==> config.mk <==
export PLATFORM = sky130hd
export DESIGN_NAME = conv_layer_sequencer_flat
export DESIGN_NICKNAME = d
export VERILOG_FILES = /design/src/rtl/conv_seq_pkg.sv /design/src/rtl/conv_layer_sequencer_if.sv /design/src/rtl/conv_seq_planner.sv /design/src/rtl/conv_layer_sequencer.sv /design/src/flat_wrapper.sv
export SDC_FILE = /design/constraint.sdc
export NUM_CORES = 1
export LEC_CHECK = 0
export BUFFER_PORTS_ARGS = -buffer_cell sky130_fd_sc_hd__clkbuf_2
export CELL_PAD_IN_SITES_DETAIL_PLACEMENT = 1
export CELL_PAD_IN_SITES_GLOBAL_PLACEMENT = 1
export CORE_ASPECT_RATIO = 1.75
export CORE_MARGIN = 1.5
export CORE_UTILIZATION = 50
export CTS_BUF_LIST = sky130_fd_sc_hd__clkbuf_4 sky130_fd_sc_hd__clkbuf_8
export DETAILED_ROUTE_END_ITERATION = 8
export PLACE_DENSITY = 0.93
export SYNTH_ARGS = -nofsm -noshare
export SYNTH_HDL_FRONTEND = slang
export SYNTH_SLANG_ARGS = --single-unit
export TNS_END_PERCENT = 5
==> constraint.sdc <==
create_clock -name clk_i -period 17.65 [get_ports clk_i]
set_input_delay 3.53 -clock clk_i [delete_from_list [all_inputs] [get_ports clk_i]]
set_output_delay 3.53 -clock clk_i [all_outputs]
set_load 0.01 [all_outputs]
==> src/rtl/conv_seq_pkg.sv <==
// Shared types and register packing helpers for the convolution layer sequencer.
// Imported by the sequencer top and its planner.
package conv_seq_pkg;

    typedef enum logic [2:0] {
        ST_IDLE,
        ST_RST,
        ST_START,
        ST_RUN,
        ST_CHECK
    } seq_state_e;

    localparam int unsigned BCFG1_ENG_LSB    = 0;
    localparam int unsigned BCFG1_ENG_W      = 8;
    localparam int unsigned BCFG1_SHIFT_LSB  = 8;
    localparam int unsigned BCFG1_SHIFT_W    = 4;
    localparam int unsigned CPRM1_STRIDE_LSB = 6;
    localparam int unsigned CPRM1_STRIDE_W   = 4;

    function automatic logic [15:0] pack_bcfg1(input logic [BCFG1_ENG_W-1:0] engines,
                                               input logic [BCFG1_SHIFT_W-1:0] shift);
        logic [15:0] r;
        r = '0;
        r[BCFG1_ENG_LSB +: BCFG1_ENG_W]     = engines;
        r[BCFG1_SHIFT_LSB +: BCFG1_SHIFT_W] = shift;
        return r;
    endfunction

    function automatic logic [15:0] pack_cprm1(input logic [CPRM1_STRIDE_W-1:0] stride);
        logic [15:0] r;
        r = '0;
        r[CPRM1_STRIDE_LSB +: CPRM1_STRIDE_W] = stride;
        return r;
    endfunction

endpackage

==> src/rtl/conv_layer_sequencer_if.sv <==
// Layer command handshake between the network command path and the sequencer.
// The command path drives the master side; the sequencer takes the slave side.
interface conv_layer_sequencer_if #(
    parameter int unsigned MaxFilters = 64
);
    localparam int unsigned FilterW = $clog2(MaxFilters + 1);

    logic               cmd_valid_i;
    logic               cmd_ready_o;
    logic [15:0]        cmd_matrix_size_i;
    logic [FilterW-1:0] cmd_filters_i;
    logic [1:0]         cmd_stride_log2_i;
    logic [3:0]         cmd_shift_i;

    modport master (
        output cmd_valid_i,
        output cmd_matrix_size_i,
        output cmd_filters_i,
        output cmd_stride_log2_i,
        output cmd_shift_i,
        input  cmd_ready_o
    );

    modport slave (
        input  cmd_valid_i,
        input  cmd_matrix_size_i,
        input  cmd_filters_i,
        input  cmd_stride_log2_i,
        input  cmd_shift_i,
        output cmd_ready_o
    );
endinterface

==> src/rtl/conv_seq_planner.sv <==
// Derives group count G, last-group engine count A and expected output beats N
// from a layer command.
module conv_seq_planner #(
    parameter int unsigned EngineCount = 2,
    parameter int unsigned KernelSize  = 3,
    parameter int unsigned FilterW     = 7,
    parameter int unsigned GroupW      = 6
) (
    input  logic [15:0]        matrix_size_i,
    input  logic [FilterW-1:0] filters_i,
    input  logic [1:0]         stride_log2_i,
    output logic [GroupW-1:0]  groups_o,
    output logic [7:0]         last_engines_o,
    output logic [31:0]        beats_o
);
    logic [31:0] filt_w;
    logic [31:0] grp_w;
    logic [31:0] last_w;
    logic [31:0] side_w;
    logic [31:0] beats_w;

    always_comb begin
        filt_w  = 32'(filters_i);
        grp_w   = (filt_w + EngineCount - 32'd1) / EngineCount;
        last_w  = '0;
        side_w  = '0;
        beats_w = '0;
        if (grp_w != '0) begin
            last_w = filt_w - (grp_w - 32'd1) * EngineCount;
        end
        // An undersized input yields no valid output positions.
        if (32'(matrix_size_i) >= KernelSize) begin
            side_w  = (32'(matrix_size_i) - KernelSize) >> stride_log2_i;
            beats_w = (side_w + 32'd1) * (side_w + 32'd1);
        end
        groups_o       = GroupW'(grp_w);
        last_engines_o = 8'(last_w);
        beats_o        = beats_w;
    end
endmodule

==> src/rtl/conv_layer_sequencer.sv <==
// Runs one convolution layer on convolution_layer in engine-sized filter groups:
// reset, program, start, count beats, check, advance.
module conv_layer_sequencer
    import conv_seq_pkg::*;
#(
    parameter int unsigned EngineCount   = 2,
    parameter int unsigned KernelSize    = 3,
    parameter int unsigned MaxMatrixSize = 10,
    parameter int unsigned MaxFilters    = 64,
    localparam int unsigned FilterW      = $clog2(MaxFilters + 1),
    localparam int unsigned MaxGroups    = (MaxFilters + EngineCount - 1) / EngineCount,
    localparam int unsigned BankW        = (MaxGroups > 1) ? $clog2(MaxGroups) : 1
) (
    input  logic                  clk_i,
    input  logic                  rst_ni,
    conv_layer_sequencer_if.slave cmd,
    input  logic                  abort_i,
    output logic                  conv_rst_o,
    output logic                  conv_start_o,
    output logic [15:0]           reg_bcfg1_o,
    output logic [15:0]           reg_bcfg2_o,
    output logic [15:0]           reg_cprm1_o,
    output logic [BankW-1:0]      weight_bank_o,
    input  logic                  conv_valid_i,
    input  logic                  conv_done_i,
    output logic                  group_done_o,
    output logic                  layer_done_o,
    output logic                  err_o
);
    localparam int unsigned GroupW  = $clog2(MaxGroups + 1);
    localparam int unsigned MaxSide = MaxMatrixSize - KernelSize + 1;
    localparam int unsigned CntW    = $clog2(MaxSide * MaxSide + 1);

    seq_state_e         state_q;
    logic [BankW-1:0]   group_q;
    logic [CntW-1:0]    cnt_q;
    logic [15:0]        matrix_q;
    logic [FilterW-1:0] filters_q;
    logic [1:0]         stride_q;
    logic [3:0]         shift_q;
    logic               err_q;
    logic               rst_q;
    logic               start_q;
    logic               gdone_q;
    logic               ldone_q;
    logic               ready_q;
    logic [15:0]        bcfg1_q;
    logic [15:0]        bcfg2_q;
    logic [15:0]        cprm1_q;
    logic [BankW-1:0]   bank_q;

    logic [15:0]        plan_m;
    logic [FilterW-1:0] plan_f;
    logic [1:0]         plan_s;
    logic [GroupW-1:0]  groups;
    logic [7:0]         last_eng;
    logic [31:0]        beats;

    logic               accept;
    logic [CntW-1:0]    cnt_inc;
    logic               is_last;
    logic               next_is_last;
    logic [7:0]         eng_first;
    logic [7:0]         eng_next;
    logic [3:0]         stride_val;

    // In IDLE the planner sees the incoming command so group 0 can be programmed on accept.
    always_comb begin
        plan_m = matrix_q;
        plan_f = filters_q;
        plan_s = stride_q;
        if (state_q == ST_IDLE) begin
            plan_m = cmd.cmd_matrix_size_i;
            plan_f = cmd.cmd_filters_i;
            plan_s = cmd.cmd_stride_log2_i;
        end
    end

    conv_seq_planner #(
        .EngineCount (EngineCount),
        .KernelSize  (KernelSize),
        .FilterW     (FilterW),
        .GroupW      (GroupW)
    ) u_planner (
        .matrix_size_i  (plan_m),
        .filters_i      (plan_f),
        .stride_log2_i  (plan_s),
        .groups_o       (groups),
        .last_engines_o (last_eng),
        .beats_o        (beats)
    );

    always_comb begin
        accept       = cmd.cmd_valid_i && ready_q;
        cnt_inc      = cnt_q;
        if (conv_valid_i && (cnt_q != '1)) begin
            cnt_inc = cnt_q + CntW'(1);
        end
        is_last      = (32'(group_q) + 32'd1) >= 32'(groups);
        next_is_last = (32'(group_q) + 32'd2) >= 32'(groups);
        eng_first    = (32'(groups) <= 32'd1) ? last_eng : 8'(EngineCount);
        eng_next     = next_is_last ? last_eng : 8'(EngineCount);
        stride_val   = 4'd1 << cmd.cmd_stride_log2_i;
    end

    always_ff @(posedge clk_i or negedge rst_ni) begin
        if (!rst_ni) begin
            state_q   <= ST_IDLE;
            group_q   <= '0;
            cnt_q     <= '0;
            matrix_q  <= '0;
            filters_q <= '0;
            stride_q  <= '0;
            shift_q   <= '0;
            err_q     <= 1'b0;
            rst_q     <= 1'b0;
            start_q   <= 1'b0;
            gdone_q   <= 1'b0;
            ldone_q   <= 1'b0;
            ready_q   <= 1'b1;
            bcfg1_q   <= '0;
            bcfg2_q   <= '0;
            cprm1_q   <= '0;
            bank_q    <= '0;
        end else begin
            rst_q   <= 1'b0;
            start_q <= 1'b0;
            gdone_q <= 1'b0;
            ldone_q <= 1'b0;
            if (abort_i && (state_q != ST_IDLE)) begin
                state_q <= ST_IDLE;
                rst_q   <= 1'b1;
                ready_q <= 1'b1;
            end else begin
                case (state_q)
                    ST_IDLE: begin
                        if (accept) begin
                            matrix_q  <= cmd.cmd_matrix_size_i;
                            filters_q <= cmd.cmd_filters_i;
                            stride_q  <= cmd.cmd_stride_log2_i;
                            shift_q   <= cmd.cmd_shift_i;
                            group_q   <= '0;
                            bank_q    <= '0;
                            err_q     <= 1'b0;
                            bcfg1_q   <= pack_bcfg1(eng_first, cmd.cmd_shift_i);
                            bcfg2_q   <= cmd.cmd_matrix_size_i;
                            cprm1_q   <= pack_cprm1(stride_val);
                            rst_q     <= 1'b1;
                            ready_q   <= 1'b0;
                            state_q   <= ST_RST;
                        end
                    end
                    ST_RST: begin
                        start_q <= 1'b1;
                        cnt_q   <= '0;
                        state_q <= ST_START;
                    end
                    ST_START: begin
                        state_q <= ST_RUN;
                    end
                    ST_RUN: begin
                        cnt_q <= cnt_inc;
                        // Decide err and the done pulses here so they appear during CHECK.
                        if (conv_done_i) begin
                            if (32'(cnt_inc) != beats) begin
                                err_q <= 1'b1;
                            end
                            gdone_q <= 1'b1;
                            ldone_q <= is_last;
                            state_q <= ST_CHECK;
                        end
                    end
                    ST_CHECK: begin
                        if (is_last) begin
                            ready_q <= 1'b1;
                            state_q <= ST_IDLE;
                        end else begin
                            group_q <= group_q + BankW'(1);
                            bank_q  <= group_q + BankW'(1);
                            bcfg1_q <= pack_bcfg1(eng_next, shift_q);
                            rst_q   <= 1'b1;
                            state_q <= ST_RST;
                        end
                    end
                    default: begin
                        state_q <= ST_IDLE;
                        ready_q <= 1'b1;
                    end
                endcase
            end
        end
    end

    assign cmd.cmd_ready_o = ready_q;
    assign conv_rst_o      = rst_q;
    assign conv_start_o    = start_q;
    assign reg_bcfg1_o     = bcfg1_q;
    assign reg_bcfg2_o     = bcfg2_q;
    assign reg_cprm1_o     = cprm1_q;
    assign weight_bank_o   = bank_q;
    assign group_done_o    = gdone_q;
    assign layer_done_o    = ldone_q;
    assign err_o           = err_q;

endmodule

==> src/flat_wrapper.sv <==
// flat-port wrapper written by rule: the top's interface ports become plain ports
module conv_layer_sequencer_flat import conv_seq_pkg::*;
#(
    parameter int unsigned EngineCount   = 2,
    parameter int unsigned KernelSize    = 3,
    parameter int unsigned MaxMatrixSize = 10,
    parameter int unsigned MaxFilters    = 64,
    localparam int unsigned FilterW      = $clog2(MaxFilters + 1),
    localparam int unsigned MaxGroups    = (MaxFilters + EngineCount - 1) / EngineCount,
    localparam int unsigned BankW        = (MaxGroups > 1) ? $clog2(MaxGroups) : 1
)
  (clk_i, rst_ni, abort_i, conv_rst_o, conv_start_o, reg_bcfg1_o, reg_bcfg2_o, reg_cprm1_o, weight_bank_o, conv_valid_i, conv_done_i, group_done_o, layer_done_o, err_o, cmd_cmd_valid_i, cmd_cmd_matrix_size_i, cmd_cmd_filters_i, cmd_cmd_stride_log2_i, cmd_cmd_shift_i, cmd_cmd_ready_o);
  conv_layer_sequencer_if #(.MaxFilters(MaxFilters)) cmd_i ();
  input  logic clk_i;
  input  logic rst_ni;
  input  logic abort_i;
  output logic conv_rst_o;
  output logic conv_start_o;
  output logic [15:0] reg_bcfg1_o;
  output logic [15:0] reg_bcfg2_o;
  output logic [15:0] reg_cprm1_o;
  output logic [BankW-1:0] weight_bank_o;
  input  logic conv_valid_i;
  input  logic conv_done_i;
  output logic group_done_o;
  output logic layer_done_o;
  output logic err_o;
  input wire logic [$bits(cmd_i.cmd_valid_i)-1:0] cmd_cmd_valid_i;
  input wire logic [$bits(cmd_i.cmd_matrix_size_i)-1:0] cmd_cmd_matrix_size_i;
  input wire logic [$bits(cmd_i.cmd_filters_i)-1:0] cmd_cmd_filters_i;
  input wire logic [$bits(cmd_i.cmd_stride_log2_i)-1:0] cmd_cmd_stride_log2_i;
  input wire logic [$bits(cmd_i.cmd_shift_i)-1:0] cmd_cmd_shift_i;
  output wire logic [$bits(cmd_i.cmd_ready_o)-1:0] cmd_cmd_ready_o;
  assign cmd_i.cmd_valid_i = cmd_cmd_valid_i;
  assign cmd_i.cmd_matrix_size_i = cmd_cmd_matrix_size_i;
  assign cmd_i.cmd_filters_i = cmd_cmd_filters_i;
  assign cmd_i.cmd_stride_log2_i = cmd_cmd_stride_log2_i;
  assign cmd_i.cmd_shift_i = cmd_cmd_shift_i;
  assign cmd_cmd_ready_o = cmd_i.cmd_ready_o;
  conv_layer_sequencer #(.EngineCount(EngineCount), .KernelSize(KernelSize), .MaxMatrixSize(MaxMatrixSize), .MaxFilters(MaxFilters)) u_core (.clk_i(clk_i), .rst_ni(rst_ni), .cmd(cmd_i), .abort_i(abort_i), .conv_rst_o(conv_rst_o), .conv_start_o(conv_start_o), .reg_bcfg1_o(reg_bcfg1_o), .reg_bcfg2_o(reg_bcfg2_o), .reg_cprm1_o(reg_cprm1_o), .weight_bank_o(weight_bank_o), .conv_valid_i(conv_valid_i), .conv_done_i(conv_done_i), .group_done_o(group_done_o), .layer_done_o(layer_done_o), .err_o(err_o));
endmodule
==> key figures, run 1 <==
Worst hold path
  – Min-delay src: u_core.shift_q[2]
  – Hold Path Class: reg2reg

Timing
  – Tmin final: 15990 ps
  – Clock Skews: 21.4 ps
  – Unrepaired setup endpoints after global routing: no
  – Max Clk Rate: 0.0625 GHz
  – Final hold vios: 0
  – Max Slew Vio Count: 0
  – Worst-margin pin slew: 1230 ps
  – Final Setup Violations: 0
  – Fin crit share: 90.6%
  – Setup TNS: 0 ps
  – Rel. slew slack: 16.2%

Cells and area
  – Area Overhead vs Synth: 5.34%
  – Most frequent cells in the layout: inv_1, fa_1, nand2_1
  – Fin nets: 2691
  – Seq. cell area: 1650 sq um
  – Layout cells sized above 1: 8.09%
  – Area of the multi-input gates: 15200 sq um
  – Fin util: 53.3%
  – Filler instances: 4300
  – Commonest non-fill, non-tap cell in the layout: inv_1

Clock network
  – Clk sinks: 66
  – Total CTS buffers: 9
  – Clock root cell: clkbuf_8
  – CTS clk-pin slew, worst paths: 90 ps
  – CTS max path bufs: 2
  – Post-CTS Setup Bufs: 0
  – CTS tree: yes
  – Post-CTS sizing: 0
  – Hold-fix buffers, CTS: 0
  – CTS H-tree lvls: 3
  – Clock Latency Late Sink: 400 ps

Worst setup path
  – R2R Setup Slk: 3840 ps
  – Worst setup startpoint: cmd_cmd_matrix_size_i[0]
  – Crit-path max cell delay: 900 ps
  – Critical path endpoint category: flop
  – Startpoint class of the critical path: input port
  – Data required, critical path: 17900 ps
  – Critical path's top delay family: adder cells
  – Critical path arrival: 16240 ps
  – Cell mode on critical path: fa_1
  – CP bufs+invs: 5
  – CP Max Fanout: 26
  – Reg2reg start: u_core.state_q[1]
  – Critical path's slowest cell: or2_1
  – Crit Path Category: in2reg

Synthesis
  – Yosys reg bits: 66
  – Yosys warnings: 0
  – Synthesized area: 19000 sq um
  – Cell taking the most area after synthesis: fa_1
  – Synth top area share: 39.1%
  – Post-synth EDFFs: 0
  – Compound-Gate Fraction of Synth Area: 7.92%
  – Unique masters post-synth: 93
  – Share of async-settable or async-resettable flops after synthesis: 100%
  – Main synth FF type: dfrtp_1
  – Sequential-to-total area share from yosys stat: 8.71%
  – Average size of a mapped cell: 9.00 sq um
  – Ranking of synthesized cells by area: fa_1, ha_1, inv_1
  – Fraction of the mapped netlist area in adder cells: 49.1%
  – Mux cell area share after synthesis: 3.15%
  – Post-synthesis cell count: 2109
  – Synth Area in Simple Gates: 15.0%
  – Synth Area in XOR/XNOR: 4.41%
  – Largest family of logic cells by synthesized area: adder cells

Job
  – Max-capacitance violation count: 0

Floorplanning
  – DIE AREA: 39200 sq um
  – Row Count: 94
  – Die Y: 261 um
  – CORE AREA: 37500 sq um
  – Initial core utilization: 50.6%
  – Die outline width: 150 um
  – Io pins: 94

Routing
  – Final wirelength: 64700 um
  – TritonRoute pass-1 iters: 5
  – WL per Instance: 24.7 um
  – Routed via count: 15706
  – Initial DRC count: 875
  – Post-route DRC violation count: 0
  – Post-DRT Antenna Nets: 0
  – Routed vias/inst: 5.99

Placed design
  – Routability cong.: 0.912
  – HPWL after DPL: 54400 um
  – PortBufs: 77

Global routing
  – Met2 Track Usage GR: 64.7%
  – Grt total ovfl: 0
  – Vias in the first global route: 19034
  – Largest net degree at the start of global routing: 67
  – Met1 Use GR: 30.7%
  – Tot GR Track Use: 34.5%
  – GR Util met3: 7.03%
  – Global-route wire length before repair: 102000 um
  – Busiest grt layer: met2
  – Antenna violations before repair: 0

Run status
  – Status: complete, no violations
-- worst min-delay path, delay by kind of cell, from the launching register on --
kind             cells  cell delay [ps]
flip-flops           1              350
AND/OR/NAND/NOR      2              110
-- cells in the mapped netlist (4+ instances only) --
cell,number
a21o_1,16
nor3_1,24
nor4_1,10
and2_1,29
buf_1,5
nand2_1,253
buf_2,21
nand3_1,34
nand3b_1,5
nor2b_1,22
xnor2_1,61
clkbuf_1,48
or3_1,18
and3_1,11
inv_1,460
a31oi_1,7
o21ai_0,50
nand4_1,12
o22ai_1,6
mux2i_1,44
o21a_1,6
dfrtp_1,65
fa_1,371
buf_4,22
mux2_2,12
or2_2,6
a211oi_1,14
o31ai_1,9
nand2b_1,28
o211ai_1,6
a21oi_1,52
xor2_1,29
ha_1,151
a22o_1,10
nor2_1,100
nand4b_1,4
-- routing by layer --
metal | wire, um | part of all wire [%]
met3 | 3530 | 5.4
met5 | 0 | 0
met4 | 6400 | 9.9
met2 | 35200 | 54
met1 | 19500 | 30
-- flip-flops by register name, indices dropped and copies added, names as in the netlist, 2 cells and up --
| name | cells |
|---|---|
| u_core.shift_q | 4 |
| u_core.reg_cprm1_o | 4 |
| u_core.stride_q | 2 |
| u_core.reg_bcfg1_o | 12 |
| u_core.state_q | 3 |
| u_core.weight_bank_o | 5 |
| u_core.filters_q | 7 |
| u_core.cnt_q | 7 |
| u_core.reg_bcfg2_o | 16 |
-- worst paths after layout --
check / end / cells past startpoint
setup / recovery: u_core.err_o / 38
hold / removal: u_core.shift_q[2] / 2
setup reg to reg: u_core.err_o / 40
hold reg to reg: u_core.shift_q[2] / 2
max in group asynchronous: u_core.shift_q[1] / 2
min in group asynchronous: u_core.reg_bcfg1_o[5] / 2
-- kinds of logic after synthesis --
group / after synthesis
simple gates: 587
buf+inv: 562
fa+ha+maj: 522
compound gates: 221
xor+xnor: 93
flops: 66
mux: 57
other cells: 1
-- through the flow --
step | setup WS [ps] | area [sq um] | cells | hold slack, ps
final | 1660 | 20000 | 2620 | 490
after CTS | 1930 | 20000 | 2619 | 492
after global placement | 2190 | 19700 | 2603 | 453
after detailed placement | 1530 | 19700 | 2603 | 471
after global routing | 1210 | 20000 | 2619 | 509
after floorplan | 3840 | 19000 | 2124 | 445
-- area by class of cell --
class	instances	area share, %
flip-flops and latches	66	8.27
clock inverters	6	0.576
diodes	1	0.0125
clock buffers	10	0.657
repair buffers	97	2.68
multi-input cells	1496	76.1
well taps	480	3.00
inverters	464	8.71
Power of run 1 is left out: the tool's default activity adds up to more than one toggle a clock period on the data nets, which glitch-free logic cannot reach.
==> run 2, diff against run 1 <==
CORE_UTILIZATION = 55   (was 50)
PLACE_DENSITY = 0.95   (was 0.93)
==> key figures, run 2 (same netlist as run 1, synthesis figures left out) <==
Worst setup path
  – R2R Setup Slk: 3850 ps (was 3840 ps)
  – Critical path arrival: 16250 ps (was 16240 ps)
  – Critical path's slowest cell: or2_1 (unchanged)
  – Critical path endpoint category: flop (unchanged)
  – Cell mode on critical path: fa_1 (unchanged)
  – Crit-path max cell delay: 970 ps (was 900 ps)
  – Crit Path Category: in2reg (unchanged)
  – Data required, critical path: 17900 ps (about the same)
  – CP Max Fanout: 26 (unchanged)
  – Startpoint class of the critical path: input port (unchanged)

Timing
  – Max Clk Rate: 0.0625 GHz (about the same)
  – Rel. slew slack: 17.0% (was 16.2%)
  – Clock Skews: 14.8 ps (was 21.4 ps)
  – Fin crit share: 90.7% (was 90.6%)
  – Final hold vios: 0 (unchanged)
  – Final Setup Violations: 0 (unchanged)
  – Unrepaired setup endpoints after global routing: no (unchanged)
  – Worst-margin pin slew: 1250 ps (was 1230 ps)
  – Max Slew Vio Count: 0 (unchanged)
  – Tmin final: 16000 ps (was 15990 ps)
  – Setup TNS: 0 ps (unchanged)
  – Final hold slack: 493 ps (was 490 ps)

Cells and area
  – Non-Filler Instances: 2595 (was 2620)
  – Area Overhead vs Synth: 4.93% (was 5.34%)
  – Layout cells sized above 1: 8.08% (was 8.09%)
  – Post-route cell area: 19900 sq um (was 20000 sq um)
  – Commonest non-fill, non-tap cell in the layout: inv_1 (unchanged)
  – Most frequent cells in the layout: inv_1, fa_1, nand2_1 (unchanged)
  – Antenna cells: 0 (was 1)
  – Filler instances: 4000 (was 4300)
  – Fin nets: 2692 (was 2691)
  – Max reg flops: 16 (unchanged)

Worst hold path
  – Hold Path Class: reg2reg (unchanged)

Routing
  – Final wirelength: 65100 um (was 64700 um)
  – Routed via count: 15778 (was 15706)
  – Initial DRC count: 944 (was 875)
  – Routed vias/inst: 6.08 (was 5.99)
  – TritonRoute pass-1 iters: 5 (unchanged)
  – Post-DRT Antenna Nets: 0 (unchanged)
  – Post-route DRC violation count: 0 (unchanged)
  – WL per Instance: 25.1 um (was 24.7 um)

Clock network
  – Clock Latency Late Sink: 390 ps (was 400 ps)
  – Clock root cell: clkbuf_8 (unchanged)
  – CTS clk-pin slew, worst paths: 90 ps (about the same)
  – CTS max path bufs: 2 (unchanged)
  – Hold-fix buffers, CTS: 0 (unchanged)
  – Post-CTS sizing: 0 (unchanged)
  – Clk sinks: 66 (unchanged)
  – Post-CTS Setup Bufs: 0 (unchanged)
  – CTS tree: yes (unchanged)
  – CTS H-tree lvls: 3 (unchanged)
  – Total CTS buffers: 9 (unchanged)

Floorplanning
  – Io pins: 94 (unchanged)
  – CORE AREA: 33900 sq um (was 37500 sq um)
  – Die Y: 249 um (was 261 um)
  – Initial core utilization: 56.1% (was 50.6%)
  – Die outline width: 143 um (was 150 um)
  – Row Count: 89 (was 94)
  – DIE AREA: 35700 sq um (was 39200 sq um)

Placed design
  – Routability cong.: 0.932 (was 0.912)
  – Placed Area: 19700 sq um (about the same)
  – Placed Cells: 2579 (was 2603)
  – HPWL after DPL: 53900 um (was 54400 um)
  – PortBufs: 77 (unchanged)

Global routing
  – Antenna violations before repair: 0 (unchanged)
  – Global-route wire length before repair: 103000 um (was 102000 um)
  – Largest net degree at the start of global routing: 67 (unchanged)
  – Grt total ovfl: 0 (unchanged)
  – Busiest grt layer: met2 (unchanged)
  – Vias in the first global route: 18839 (was 19034)
  – GR Util met3: 6.02% (was 7.03%)
  – Met1 Use GR: 37.7% (was 30.7%)
  – Met2 Track Usage GR: 69.8% (was 64.7%)
  – Tot GR Track Use: 38.1% (was 34.5%)

Run status
  – Status: complete, no violations (unchanged)

Job
  – Max-capacitance violation count: 0 (unchanged)
[run 2: cell types whose count changed in the layout (fill, tap and decap cells not counted), sizes merged]
cell and delta:
inv -1, buf +1, bufinv -2, clkbuf +2, clkinv +1, diode -1
[run 2: layer usage]
metal / vias up / part of all wire [%]
met2: 819 / 54
met5: - / 0
li1: 6566 / -
met3: 380 / 5.5
met1: 8013 / 32
met4: 0 / 9.1
[run 2: path summary, 6_finish.rpt]
check                                               from                     end  depth (start not counted)
worst min-delay path                   u_core.shift_q[3]       u_core.shift_q[3]                          2
worst max-delay path            cmd_cmd_matrix_size_i[0]            u_core.err_o                         39
min in group asynchronous                         rst_ni   u_core.reg_bcfg1_o[5]                          2
max in group asynchronous                         rst_ni  u_core.reg_bcfg1_o[10]                          2
worst min register to register         u_core.shift_q[3]       u_core.shift_q[3]                          2
worst max register to register         u_core.state_q[1]            u_core.err_o                         39
[run 2: through the flow]
| step | setup slack (ps) | util, % |
|---|---|---|
| floorplan | 3840 | - |
| global placement | 2330 | 58.2 |
| detailed placement | 1600 | 58.2 |
| CTS | 1930 | 58.8 |
| global route | 1390 | 58.8 |
| finish | 1650 | 58.8 |
[run 2: final cells by class]
type	instances	area, sq um	area share [%]
multi-input combinational	1496	15200	76.4
inverter	464	1740	8.75
sequential	66	1650	8.30
tap	455	569	2.86
timing repair buffer	98	543	2.73
clock buffer	12	146	0.735
clock inverter	4	55.1	0.277
[run 2: worst max-delay path, delay by kind of cell]
family          cells  cell delay, ps
fa+ha+maj          11            5280
simple gates       14            4470
compound gates      6            1740
mux                 2             570
buf+inv             5             410
xor+xnor            1             230
Power of run 2 is left out for the same reason.
